File: src/rtl/vga_fb_arb_pkg.sv
// Shared types and constants for the framebuffer arbiter.
package vga_fb_arb_pkg;

    // Deepest RAM read latency the return pipe is built to cover.
    localparam int MAX_MEM_LAT = 4;

    // Requester identity carried alongside each read in flight.
    localparam logic SRC_DISP = 1'b0;
    localparam logic SRC_CPU  = 1'b1;

    // Which requester owns the RAM command slot in a given cycle.
    typedef enum logic [1:0] {
        IDLE = 2'd0,
        DISP = 2'd1,
        CPU  = 2'd2
    } owner_t;

    // One return-pipe stage: is a read in flight, and who asked for it.
    typedef struct packed {
        logic valid;
        logic src;
    } tag_t;

    localparam tag_t TAG_NONE = '{valid: 1'b0, src: SRC_DISP};

endpackage

File: src/rtl/vga_fb_arb_rdpipe.sv
// Read-return path: delays each command's tag until its RAM data arrives,
// then steers the data to the display or CPU return port.
// Stage 0 of the tag pipe is the arbiter's registered command (tag_in);
// this block holds the remaining MEM_LAT stages.
module vga_fb_arb_rdpipe
    import vga_fb_arb_pkg::*;
#(
    parameter int DATA_W  = 16,
    parameter int MEM_LAT = 2
) (
    input  logic              clk,
    input  logic              rst_n,
    input  tag_t              tag_in,
    input  logic [DATA_W-1:0] mem_rdata,
    output logic [DATA_W-1:0] disp_rdata,
    output logic              disp_rvalid,
    output logic [DATA_W-1:0] avs_readdata,
    output logic              avs_readdatavalid
);

    tag_t              pipe_q [MEM_LAT];
    tag_t              pipe_d [MEM_LAT];
    tag_t              ret_tag;
    logic [DATA_W-1:0] disp_rdata_q, disp_rdata_d;
    logic              disp_rvalid_q, disp_rvalid_d;
    logic [DATA_W-1:0] avs_rdata_q, avs_rdata_d;
    logic              avs_rvalid_q, avs_rvalid_d;

    // The tag in the last stage matches the word now on mem_rdata.
    assign ret_tag = pipe_q[MEM_LAT-1];

    // Shift tags one stage per cycle and demux the returning word by source.
    always_comb begin
        // NOTE: every _d is given a value before any branch, so no path through
        // this block can leave one unassigned and infer a latch.
        pipe_d[0] = tag_in;
        for (int s = 1; s < MEM_LAT; s++) begin
            pipe_d[s] = pipe_q[s-1];
        end
        disp_rvalid_d = ret_tag.valid && (ret_tag.src == SRC_DISP);
        avs_rvalid_d  = ret_tag.valid && (ret_tag.src == SRC_CPU);
        disp_rdata_d  = disp_rvalid_d ? mem_rdata : disp_rdata_q;
        avs_rdata_d   = avs_rvalid_d  ? mem_rdata : avs_rdata_q;
    end

    // Tag stages and return registers; reset drops every read in flight.
    always_ff @(posedge clk) begin
        // NOTE: sequential state is written with <= only, so every flop samples
        // the values from before this edge regardless of statement order.
        if (!rst_n) begin
            // NOTE: the tag pipe is reset stage by stage even though it looks
            // like storage: a stale valid bit would fire a phantom rvalid.
            for (int s = 0; s < MEM_LAT; s++) begin
                pipe_q[s] <= TAG_NONE;
            end
            disp_rdata_q  <= '0;
            disp_rvalid_q <= 1'b0;
            avs_rdata_q   <= '0;
            avs_rvalid_q  <= 1'b0;
        end else begin
            pipe_q        <= pipe_d;
            disp_rdata_q  <= disp_rdata_d;
            disp_rvalid_q <= disp_rvalid_d;
            avs_rdata_q   <= avs_rdata_d;
            avs_rvalid_q  <= avs_rvalid_d;
        end
    end

    assign disp_rdata        = disp_rdata_q;
    assign disp_rvalid       = disp_rvalid_q;
    assign avs_readdata      = avs_rdata_q;
    assign avs_readdatavalid = avs_rvalid_q;

endmodule

File: src/rtl/vga_fb_arbiter.sv
// Framebuffer RAM arbiter: shares one single-port RAM between display scanout
// reads and the CPU Avalon-MM slave, one command per cycle, display first.
// Optional build macro VGA_FB_ARB_STARVE_GUARD_EN: after CPU_MAX_WAIT display
// grants while the CPU waits, the next slot goes to the CPU.
module vga_fb_arbiter
    import vga_fb_arb_pkg::*;
#(
    parameter int ADDR_W       = 17,
    parameter int DATA_W       = 16,
    parameter int MEM_LAT      = 2,
    parameter int CPU_MAX_WAIT = 8
) (
    input  logic              csi_clk50,
    input  logic              csi_reset_n,
    input  logic              disp_req,
    input  logic [ADDR_W-1:0] disp_addr,
    output logic              disp_gnt,
    output logic [DATA_W-1:0] disp_rdata,
    output logic              disp_rvalid,
    input  logic [ADDR_W-1:0] avs_address,
    input  logic              avs_read,
    input  logic              avs_write,
    input  logic [DATA_W-1:0] avs_writedata,
    output logic              avs_waitrequest,
    output logic [DATA_W-1:0] avs_readdata,
    output logic              avs_readdatavalid,
    output logic [ADDR_W-1:0] mem_addr,
    output logic              mem_we,
    output logic [DATA_W-1:0] mem_wdata,
    input  logic [DATA_W-1:0] mem_rdata
);

    // An out-of-range build never grants, so a bad configuration shows up
    // immediately as a stalled bus rather than as corrupted return data.
    localparam bit CFG_OK = (MEM_LAT >= 1) && (MEM_LAT <= MAX_MEM_LAT) &&
                            (CPU_MAX_WAIT >= 1) && (CPU_MAX_WAIT <= 255);

    owner_t            owner_q, owner_d;
    logic [ADDR_W-1:0] mem_addr_q, mem_addr_d;
    logic              mem_we_q, mem_we_d;
    logic [DATA_W-1:0] mem_wdata_q, mem_wdata_d;
    logic              cpu_pend;
    logic              cpu_first;
    logic              arb_en;
    tag_t              issue_tag;

    assign cpu_pend = avs_read | avs_write;
    assign arb_en   = csi_reset_n && CFG_OK;

`ifdef VGA_FB_ARB_STARVE_GUARD_EN
    logic [7:0] starve_q, starve_d;

    // Count display wins while the CPU waits; force a CPU slot at the limit.
    always_comb begin
        cpu_first = (starve_q == 8'(CPU_MAX_WAIT));
        starve_d  = starve_q;
        if ((owner_d == CPU) || !cpu_pend) begin
            starve_d = '0;
        end else if (owner_d == DISP) begin
            starve_d = starve_q + 8'd1;
        end
    end

    // Starvation counter register.
    always_ff @(posedge csi_clk50) begin
        if (!csi_reset_n) begin
            starve_q <= '0;
        end else begin
            starve_q <= starve_d;
        end
    end
`else
    assign cpu_first = 1'b0;
`endif

    // Pick this cycle's owner and form the next RAM command from it.
    always_comb begin
        owner_d     = IDLE;
        mem_addr_d  = mem_addr_q;
        mem_wdata_d = mem_wdata_q;
        mem_we_d    = 1'b0;
        if (arb_en) begin
            if (cpu_pend && (cpu_first || !disp_req)) begin
                owner_d = CPU;
            end else if (disp_req) begin
                owner_d = DISP;
            end
        end
        case (owner_d)
            DISP: begin
                mem_addr_d = disp_addr;
            end
            CPU: begin
                // A read+write collision performs the write; the read is dropped.
                mem_addr_d = avs_address;
                mem_we_d   = avs_write;
                if (avs_write) begin
                    mem_wdata_d = avs_writedata;
                end
            end
            default: begin
            end
        endcase
    end

    // Owner and registered RAM pins.
    always_ff @(posedge csi_clk50) begin
        if (!csi_reset_n) begin
            owner_q     <= IDLE;
            mem_addr_q  <= '0;
            mem_we_q    <= 1'b0;
            mem_wdata_q <= '0;
        end else begin
            owner_q     <= owner_d;
            mem_addr_q  <= mem_addr_d;
            mem_we_q    <= mem_we_d;
            mem_wdata_q <= mem_wdata_d;
        end
    end

    assign disp_gnt        = (owner_d == DISP);
    assign avs_waitrequest = (owner_d != CPU);
    assign mem_addr        = mem_addr_q;
    assign mem_we          = mem_we_q;
    assign mem_wdata       = mem_wdata_q;

    // The command now on the mem_* pins is tag stage 0: reads only, no writes.
    assign issue_tag.valid = (owner_q == DISP) || ((owner_q == CPU) && !mem_we_q);
    assign issue_tag.src   = (owner_q == CPU) ? SRC_CPU : SRC_DISP;

    vga_fb_arb_rdpipe #(
        .DATA_W  (DATA_W),
        .MEM_LAT (MEM_LAT)
    ) u_rdpipe (
        .clk               (csi_clk50),
        .rst_n             (csi_reset_n),
        .tag_in            (issue_tag),
        .mem_rdata         (mem_rdata),
        .disp_rdata        (disp_rdata),
        .disp_rvalid       (disp_rvalid),
        .avs_readdata      (avs_readdata),
        .avs_readdatavalid (avs_readdatavalid)
    );

endmodule
File: config.mk
export PLATFORM = sky130hd
export DESIGN_NAME = vga_fb_arbiter
export DESIGN_NICKNAME = d
export VERILOG_FILES = /design/src/rtl/vga_fb_arb_pkg.sv /design/src/rtl/vga_fb_arb_rdpipe.sv /design/src/rtl/vga_fb_arbiter.sv
export SDC_FILE = /design/constraint.sdc
export NUM_CORES = 1
export LEC_CHECK = 0
export CAP_MARGIN = 20
export CORE_ASPECT_RATIO = 0.6
export CORE_MARGIN = 1.5
export CORE_UTILIZATION = 30
export CTS_CLUSTER_DIAMETER = 150
export DETAILED_ROUTE_END_ITERATION = 12
export GPL_TIMING_DRIVEN = 0
export HOLD_SLACK_MARGIN = 0.12
export SYNTH_ARGS = -nofsm -noshare
export SYNTH_HDL_FRONTEND = slang
export SYNTH_HIERARCHICAL = 1
export SYNTH_SLANG_ARGS = --single-unit
export TNS_END_PERCENT = 100
File: constraint.sdc
create_clock -name csi_clk50 -period 1.76 [get_ports csi_clk50]
set_clock_uncertainty 0.2 [all_clocks]
set_input_delay 0.352 -clock csi_clk50 [delete_from_list [all_inputs] [get_ports csi_clk50]]
set_output_delay 0.352 -clock csi_clk50 [all_outputs]
set_load 0.05 [all_outputs]
Word level (Yosys, flattened, before mapping)
Cells that the tools add are included.
Word-level totals
  flip-flop bits (word level): 74
  input bits: 71
  output and inout port bits: 70
Cells by class
  equal/unequal tests: 5
  mux-type cells: 5
  bitwise gates (word level): 2
  reductions and logical operators: 10
Operator list (number)
  $pmux W17 S2: 1
  $eq A2 B1 Y1 const B: 2
  $eq A2 B2 Y1 const B: 2
  $logic_and A1 B1 Y1: 4
  $mux W2: 2
  $reduce_and A2 Y1: 2
  $logic_not A1 Y1: 2
  $mux W1: 2
  $ne A2 B2 Y1 const B: 1
  $reduce_bool A2 Y1: 1
  $logic_or A1 B1 Y1: 1
  $not A1 Y1: 1
  $or A1 B1 Y1: 1

Longest topological paths before layout
Gate-level depths: netlist of the first run.
  depth after elaboration: 6
  depth in mapped cells: 5
  depth with buffers taken out: 3

Cells and area by module
Netlist of the first run, hierarchy kept.
By module, submodules not included
  vga_fb_arbiter: instances 1, cells an instance 180, area each 1761.7 sq um
  vga_fb_arb_rdpipe: instances 1, cells an instance 136, area each 1406.3 sq um

Least setup slack after synthesis of the first run
OpenSTA, ideal clock, no wires.
  path type: input to output
  start point: input port avs_read
  end point: output port avs_waitrequest
  data arrival time: 1731 ps
  data required time: 1208 ps
  setup slack: -523 ps
  cell stages on the path: 3
  cell sequence: buf_6 > buf_4 > o21ai_0
On the way
  cells in the longest elaborated chain, start to end: 5
RTL lines
  start, declared: RTL line vga_fb_arbiter.sv:21  | input logic avs_read,
  $or A1 B1 Y1: RTL line vga_fb_arbiter.sv:47  | assign cpu_pend = avs_read | avs_write;
  $logic_and A1 B1 Y1: RTL line vga_fb_arbiter.sv:83  | if (cpu_pend && (cpu_first || !disp_req)) begin
  $mux W2: RTL line vga_fb_arbiter.sv:83
  $mux W2: RTL line vga_fb_arbiter.sv:82  | if (arb_en) begin
  $ne A2 B2 Y1: RTL line vga_fb_arbiter.sv:122  | assign avs_waitrequest = (owner_d != CPU);
  end, declared: RTL line vga_fb_arbiter.sv:24  | output logic avs_waitrequest,
Every way passes these cells.

Worst setup path after layout of the first run
  start point: register u_rdpipe.avs_rvalid_q, in the netlist u_rdpipe/avs_readdatavalid
  end point: output port avs_readdatavalid
RTL lines
  start, declared: RTL line vga_fb_arb_rdpipe.sv:27  | logic avs_rvalid_q, avs_rvalid_d;
  start signal, assigned: RTL line vga_fb_arb_rdpipe.sv:65  | avs_rvalid_q <= avs_rvalid_d;
  end, declared: RTL line vga_fb_arbiter.sv:26  | output logic avs_readdatavalid,
No word-level cell between the ends.

==> results of run 1 <==
## sequential cells by signal (all words and copies together), names as in the netlist
name,count
mem_addr,17
u_rdpipe/disp_rvalid,1
u_rdpipe/disp_rdata,16
owner_q,2
u_rdpipe/avs_readdata,16
u_rdpipe/avs_readdatavalid,1
mem_we,1
mem_wdata,16
u_rdpipe/pipe_d,2
u_rdpipe/pipe_q,2
## cells in the final DEF (no fill, tap or decap), types with 2 or more instances in the layout
master / count
inv_1: 17
buf_6: 11
clkinvlp_4: 2
nor2b_1: 2
clkbuf_16: 9
o21a_1: 18
clkinv_2: 2
buf_12: 3
clkdlybuf4s15_1: 38
buf_8: 3
and2_1: 6
nand2_1: 64
mux2i_1: 48
dfxtp_1: 74
nor3b_1: 17
o311a_1: 17
nand2b_1: 17
clkbuf_2: 30
clkdlybuf4s50_1: 66
buf_4: 7
buf_2: 7
clkbuf_1: 2
## synthesized netlist by cell type, types with 3 or more instances
master	n
buf_4	3
buf_2	10
and2_1	7
nor2b_1	3
dfxtp_1	74
buf_6	9
nand2b_1	17
buf_12	3
inv_1	17
o21a_1	18
mux2i_1	48
nand2_1	64
clkbuf_1	3
o311a_1	17
nor3b_1	17
## what timing repair did
action / in CTS / in global routing
endpoints found under the setup margin: 71 / 54
setup buffers: 4 / 0
gates resized for setup: 133 / 60
hold endpoints to repair: 0 / 0
cloned: 0 / 0
## metrics by stage
stage | hold slack [ps] | util | cells | TNS, ps
6_report | 148 | 0.492 | 608 | 0
5_1_grt | 153 | 0.492 | 608 | 0
4_1_cts | 143 | 0.502 | 608 | 0
3_5_place_dp | 220 | 0.469 | 588 | -6640
3_3_place_gp | 221 | 0.469 | 588 | -6560
2_1_floorplan | 212 | - | 316 | 0
## layout make-up
cell class / count / area [um2]
fillers: 932 / 5110
well taps: 135 / 169
clock buffers: 10 / 239
multi-input cells: 197 / 1390
repair buffers: 141 / 1260
clock inverters: 6 / 63.8
flip-flops and latches: 74 / 1480
plain buffers: 28 / 273
inverters: 17 / 63.8
## worst max-delay path by stage
stage / cells past startpoint / endpoint / start / slack, ps
6_report: 1 / avs_readdatavalid / u_rdpipe/avs_readdatavalid / 30
5_1_grt: 1 / avs_readdata[8] / u_rdpipe/avs_readdata[8] / 0.03
4_1_cts: 1 / mem_addr[6] / mem_addr[6] / 0.3
3_5_place_dp: 6 / avs_waitrequest / disp_req / -1160
3_3_place_gp: 6 / avs_waitrequest / disp_req / -1160
2_1_floorplan: 3 / disp_gnt / csi_reset_n / 110
## routing by layer
metal  share of wire  global-route usage
met5               0                   0
met3           0.065              0.0519
met2            0.42               0.250
met1            0.51               0.224
met4           0.012              0.0548
## where the power goes
part           switching (uW)  total, uW  internal (uW)
clock                     720       1860           1140
combinational             441        782            341
sequential               32.5       1780           1740
## cell families (layout without fill, tap and decap cells)
group	count (synthesis)	after routing	synth area share
compound gates	36	36	0.0979
buf+inv	45	202	0.0976
flops	74	74	0.468
mux	49	49	0.155
simple gates	112	112	0.182
==> results by group, run 1 <==
Logic synthesis
  • Post-synth top area share: 0.468
  • Synth Cell Area: 3170 um2
  • Syn nets: 387
  • Leading area contributor after synthesis: dfxtp_1
  • Yosys warning total: 6
  • Syn_area_per_cell: 10.0 um2
  • Ys flop type: dfxtp_1
  • Ys async rst share: 0
  • Sequential area share after synthesis: 0.468
  • Yosys reg bits: 74
  • Leading post-synthesis cells by cell area: dfxtp_1, mux2i_1, nand2_1
  • Synth unique cells: 21
  • Cell count after synthesis: 316
  • Number of synthesized flops with an enable pin: 0

Worst hold path
  • Worst Hold Class: input pin to register
  • Hold depth: 3
  • Worst hold endpoint: mem_wdata[2]
  • Hold Startpoint: csi_reset_n

Setup path
  • WS Path Type: register to primary output
  • Worst path bufs/invs: 1
  • Worst r2r path cells: 4
  • Startpoint Class: register
  • Critical path's largest stage delay: 540 ps
  • Crit path cell chain: dlygate4sd2_1
  • Worst R2R End: u_rdpipe/disp_rdata[9]
  • Delay-heaviest family, CP: buffers and inverters
  • Worst R2R Setup Slack: 420 ps
  • WP data required: 1210 ps
  • CP max-delay cell: dlygate4sd2_1
  • Startpoint of the worst register-to-register path: u_rdpipe/pipe_q[1]
  • CP arrival: 1180 ps
  • CP Max Fanout: 1
  • Setup crit end kind: primary output

Floorplan
  • Core area: 10100 um2
  • Die Ht: 82.6 um
  • Die ar.: 11200 um2
  • Initial core utilization: 0.315
  • FP Rows: 28
  • # IOs: 141
  • Die Wd: 136 um

Timing
  • Final worst slack: 31.8 ps
  • Tcrit/Tclk final: 0.982
  • Finish-stage setup viols: 0
  • Peak Freq: 579 MHz
  • Slew Viols, Final: 0
  • Final min period: 1730 ps
  • RSZ-0062 raised after global routing: no
  • Hold violation count in the final report: 0
  • Actual slew at the worst max-slew pin: 537 ps
  • Rel. slew slack: 0.642

Placement
  • HPWL Detailed: 6.82 mm
  • Pre-CTS setup slack: -1160 ps
  • Port Buffer Count: 137
  • Placer Congestion: 0.774
  • Cell Area, Placed: 4710 um2

Final layout
  • Post-layout nets: 539
  • # diodes: 0
  • Area Overhead vs Synth: 56.0%
  • Finished Cell Area: 4940 um2
  • Layout cell share with drive strength beyond 1: 0.178

Global route
  • GRT Total Usage: 0.165
  • Global-route wire length before repair: 14.1 mm
  • Largest net degree at the start of global routing: 14
  • Antenna violations before repair: 0
  • Total gr overflow: 0
  • Vias in the first global route: 2772

Power and ir drop
  • Peak supply drop: 0.463 mV
  • Power Total: 4410 uW
  • Pwr Density: 893 nW/um2
  • Static leakage: 0.00215 uW

Routing
  • Post-DRT Antenna Nets: 0
  • Routed Wire Length: 9.22 mm
  • Initial drt markers: 76
  • Vias/cell: 4.48
  • Routed WL per cell: 15.2 um
  • Router iterations before antenna repair: 4
  • DRC violations left: 0
  • Vias: 2723

Run
  • Max-Cap Viols: 0

Clocking
  • CTS root buf: clkbuf_16
  • CTS Hold Buffers Added: 0
  • CTS tree: yes
  • Clock-pin slew on the worst setup and hold paths: 60 ps
  • CTS H-tree depth: 3
  • Max Buffers Root-to-Sink: 2
  • Clk sinks: 74
  • Clk_lat worst skew: 330 ps
  • Num CTS Buffers: 9

Status
  • Status: complete, no violations
Power figures use the tool's default switching activity.
==> inputs of run 2 (changes only) <==
CORE_UTILIZATION = 40   (was 30)
PLACE_DENSITY = 0.77   (was not set)
==> run 2 against run 1 <==
Against the previous run: via count increased by 1.4%; critical endpoint is now avs_waitrequest; final area is 1.3% lower; total power shrank 0.32%; highest routed layer unchanged; largest cell class unchanged; worst hold slack improved by 4.4 ps.
==> results by group, run 2 (same netlist as run 1, synthesis figures left out) <==
Routing
  • Post-DRT Antenna Nets: 0
  • Initial drt markers: 150
  • Routed Wire Length: 8.72 mm
  • Routed WL per cell: 15.1 um
  • Vias: 2761
  • Router iterations before antenna repair: 4
  • DRC violations left: 0
  • Vias/cell: 4.79

Timing
  • Actual slew at the worst max-slew pin: 514 ps
  • Peak Freq: 577 MHz
  • Final min period: 1730 ps
  • Slew Viols, Final: 0
  • Rel. slew slack: 0.657
  • Hold violation count in the final report: 0
  • RSZ-0062 raised after global routing: no
  • Tcrit/Tclk final: 0.985
  • Final worst slack: 26.7 ps
  • Finish-stage setup viols: 0

Placement
  • Port Buffer Count: 137
  • Placer Congestion: 0.758
  • HPWL Detailed: 6.39 mm
  • Pre-CTS setup slack: -1090 ps
  • Dpl cells: 557

Global route
  • Total gr overflow: 0
  • Largest net degree at the start of global routing: 14
  • GRT Total Usage: 0.215
  • Global-route wire length before repair: 14.2 mm
  • Vias in the first global route: 2793
  • Antenna violations before repair: 0

Final layout
  • Commonest cells after routing, fill and taps aside: dfxtp_1, clkdlybuf4s50_1, nand2_1
  • Non-filler cells, final: 577
  • Commonest non-fill, non-tap cell in the layout: dfxtp_1
  • # diodes: 0
  • Final Util: 0.652
  • Post-layout nets: 539
  • Max reg flops: 17
  • Layout cell share with drive strength beyond 1: 0.190
  • Number of fill cells in the layout: 615
  • Area Overhead vs Synth: 53.9%

Setup path
  • Crit path cell chain: dlygate4sd2_1, buf_6, buf_8, nor2b_4, o21ai_2, buf_6
  • WS Path Type: input pin to primary output
  • Startpoint Class: input pin
  • Delay-heaviest family, CP: buffers and inverters
  • CP Max Fanout: 6
  • Critical path's most frequent cell: buf_6
  • CP arrival: 1180 ps
  • WP data required: 1210 ps
  • CP max-delay cell: dlygate4sd2_1
  • Worst R2R Setup Slack: 450 ps
  • Worst R2R End: u_rdpipe/disp_rdata[11]
  • Critical path's largest stage delay: 250 ps
  • Worst path bufs/invs: 4
  • Startpoint of the worst register-to-register path: u_rdpipe/pipe_q[1]
  • Worst r2r path cells: 4
  • Setup crit end kind: primary output

Clocking
  • CTS H-tree depth: 3
  • CTS Hold Buffers Added: 0
  • Num CTS Buffers: 9
  • Max Buffers Root-to-Sink: 2
  • CTS tree: yes
  • Clk sinks: 74
  • CTS root buf: clkbuf_16
  • Clk_lat worst skew: 330 ps
  • Clock-pin slew on the worst setup and hold paths: 60 ps

Floorplan
  • Die ar.: 8480 um2
  • FP Rows: 24
  • Die Wd: 118 um
  • Initial core utilization: 0.424
  • # IOs: 141
  • Core area: 7480 um2
  • Die Ht: 71.9 um

Power and ir drop
  • Peak supply drop: 0.538 mV
  • Static leakage: 0.00216 uW
  • Pwr Density: 902 nW/um2

Worst hold path
  • Hold Startpoint: csi_reset_n
  • Worst hold endpoint: mem_wdata[3]
  • Worst Hold Class: input pin to register
  • Hold depth: 3

Status
  • Status: complete, no violations

Run
  • Max-Cap Viols: 0
run 2: changes by cell type in the layout (fill, tap and decap cells not counted), sizes merged:
cell,change
clkdlybuf4s15,-10
clkbuf,+5
dlygate4sd2,+5
clkinv,+1
clkinvlp,-1
run 2: worst reg2reg max path: stages (launching register included):
cell	delay [ps]
dfxtp_1	330
nor2b_1	170
buf_6	180
buf_12	160
mux2i_1	200
run 2: how the worst max path moves through the flow:
| stage | to | slack, ps | startpoint | cells after the start |
|---|---|---|---|---|
| 2_1_floorplan | disp_gnt | 110 | csi_reset_n | 3 |
| 3_3_place_gp | avs_waitrequest | -1090 | disp_req | 6 |
| 3_5_place_dp | avs_waitrequest | -1090 | disp_req | 6 |
| 4_1_cts | disp_rdata[13] | 0.8 | u_rdpipe/disp_rdata[13] | 1 |
| 5_1_grt | mem_wdata[3] | 0.4 | mem_wdata[3] | 1 |
| 6_report | avs_waitrequest | 30 | disp_req | 6 |
run 2: per-stage QoR:
step                power [uW]  TNS [ps]  area, um2  hold WS, ps
finish                    4400         0       4880          152
global route              4560         0       4880          160
CTS                       4440         0       5000          146
detailed placement        2610     -5710       4670          220
global placement          2600     -5380       4670          220
floorplan                 2270         0       3170          212
run 2: layer usage:
metal | up-vias | share of wire | GRT usage
li1 | 1373 | - | -
met1 | 1278 | 0.49 | 0.288
met2 | 94 | 0.44 | 0.332
met3 | 16 | 0.055 | 0.0629
met4 | 0 | 0.018 | 0.0813
met5 | - | 0 | 0
run 2: area by class of cell:
cell class	count	area, um2	area share
buffer	28	273	0.0559
clock buffer	10	239	0.0490
clock inverter	6	65.1	0.0133
inverter	17	63.8	0.0131
multi-input combinational	197	1390	0.285
sequential	74	1480	0.304
tap	104	130	0.0267
timing repair buffer	141	1230	0.253
run 2: power breakdown:
group	switching, uW	internal (uW)
combinational	435	338
clock	712	1140
sequential	32.9	1740
run 2: what timing repair did:
item / 4_1_cts / 5_1_grt
setup buffers: 2 / 2
endpoints found under the setup margin: 70 / 52
gates resized for setup: 135 / 60
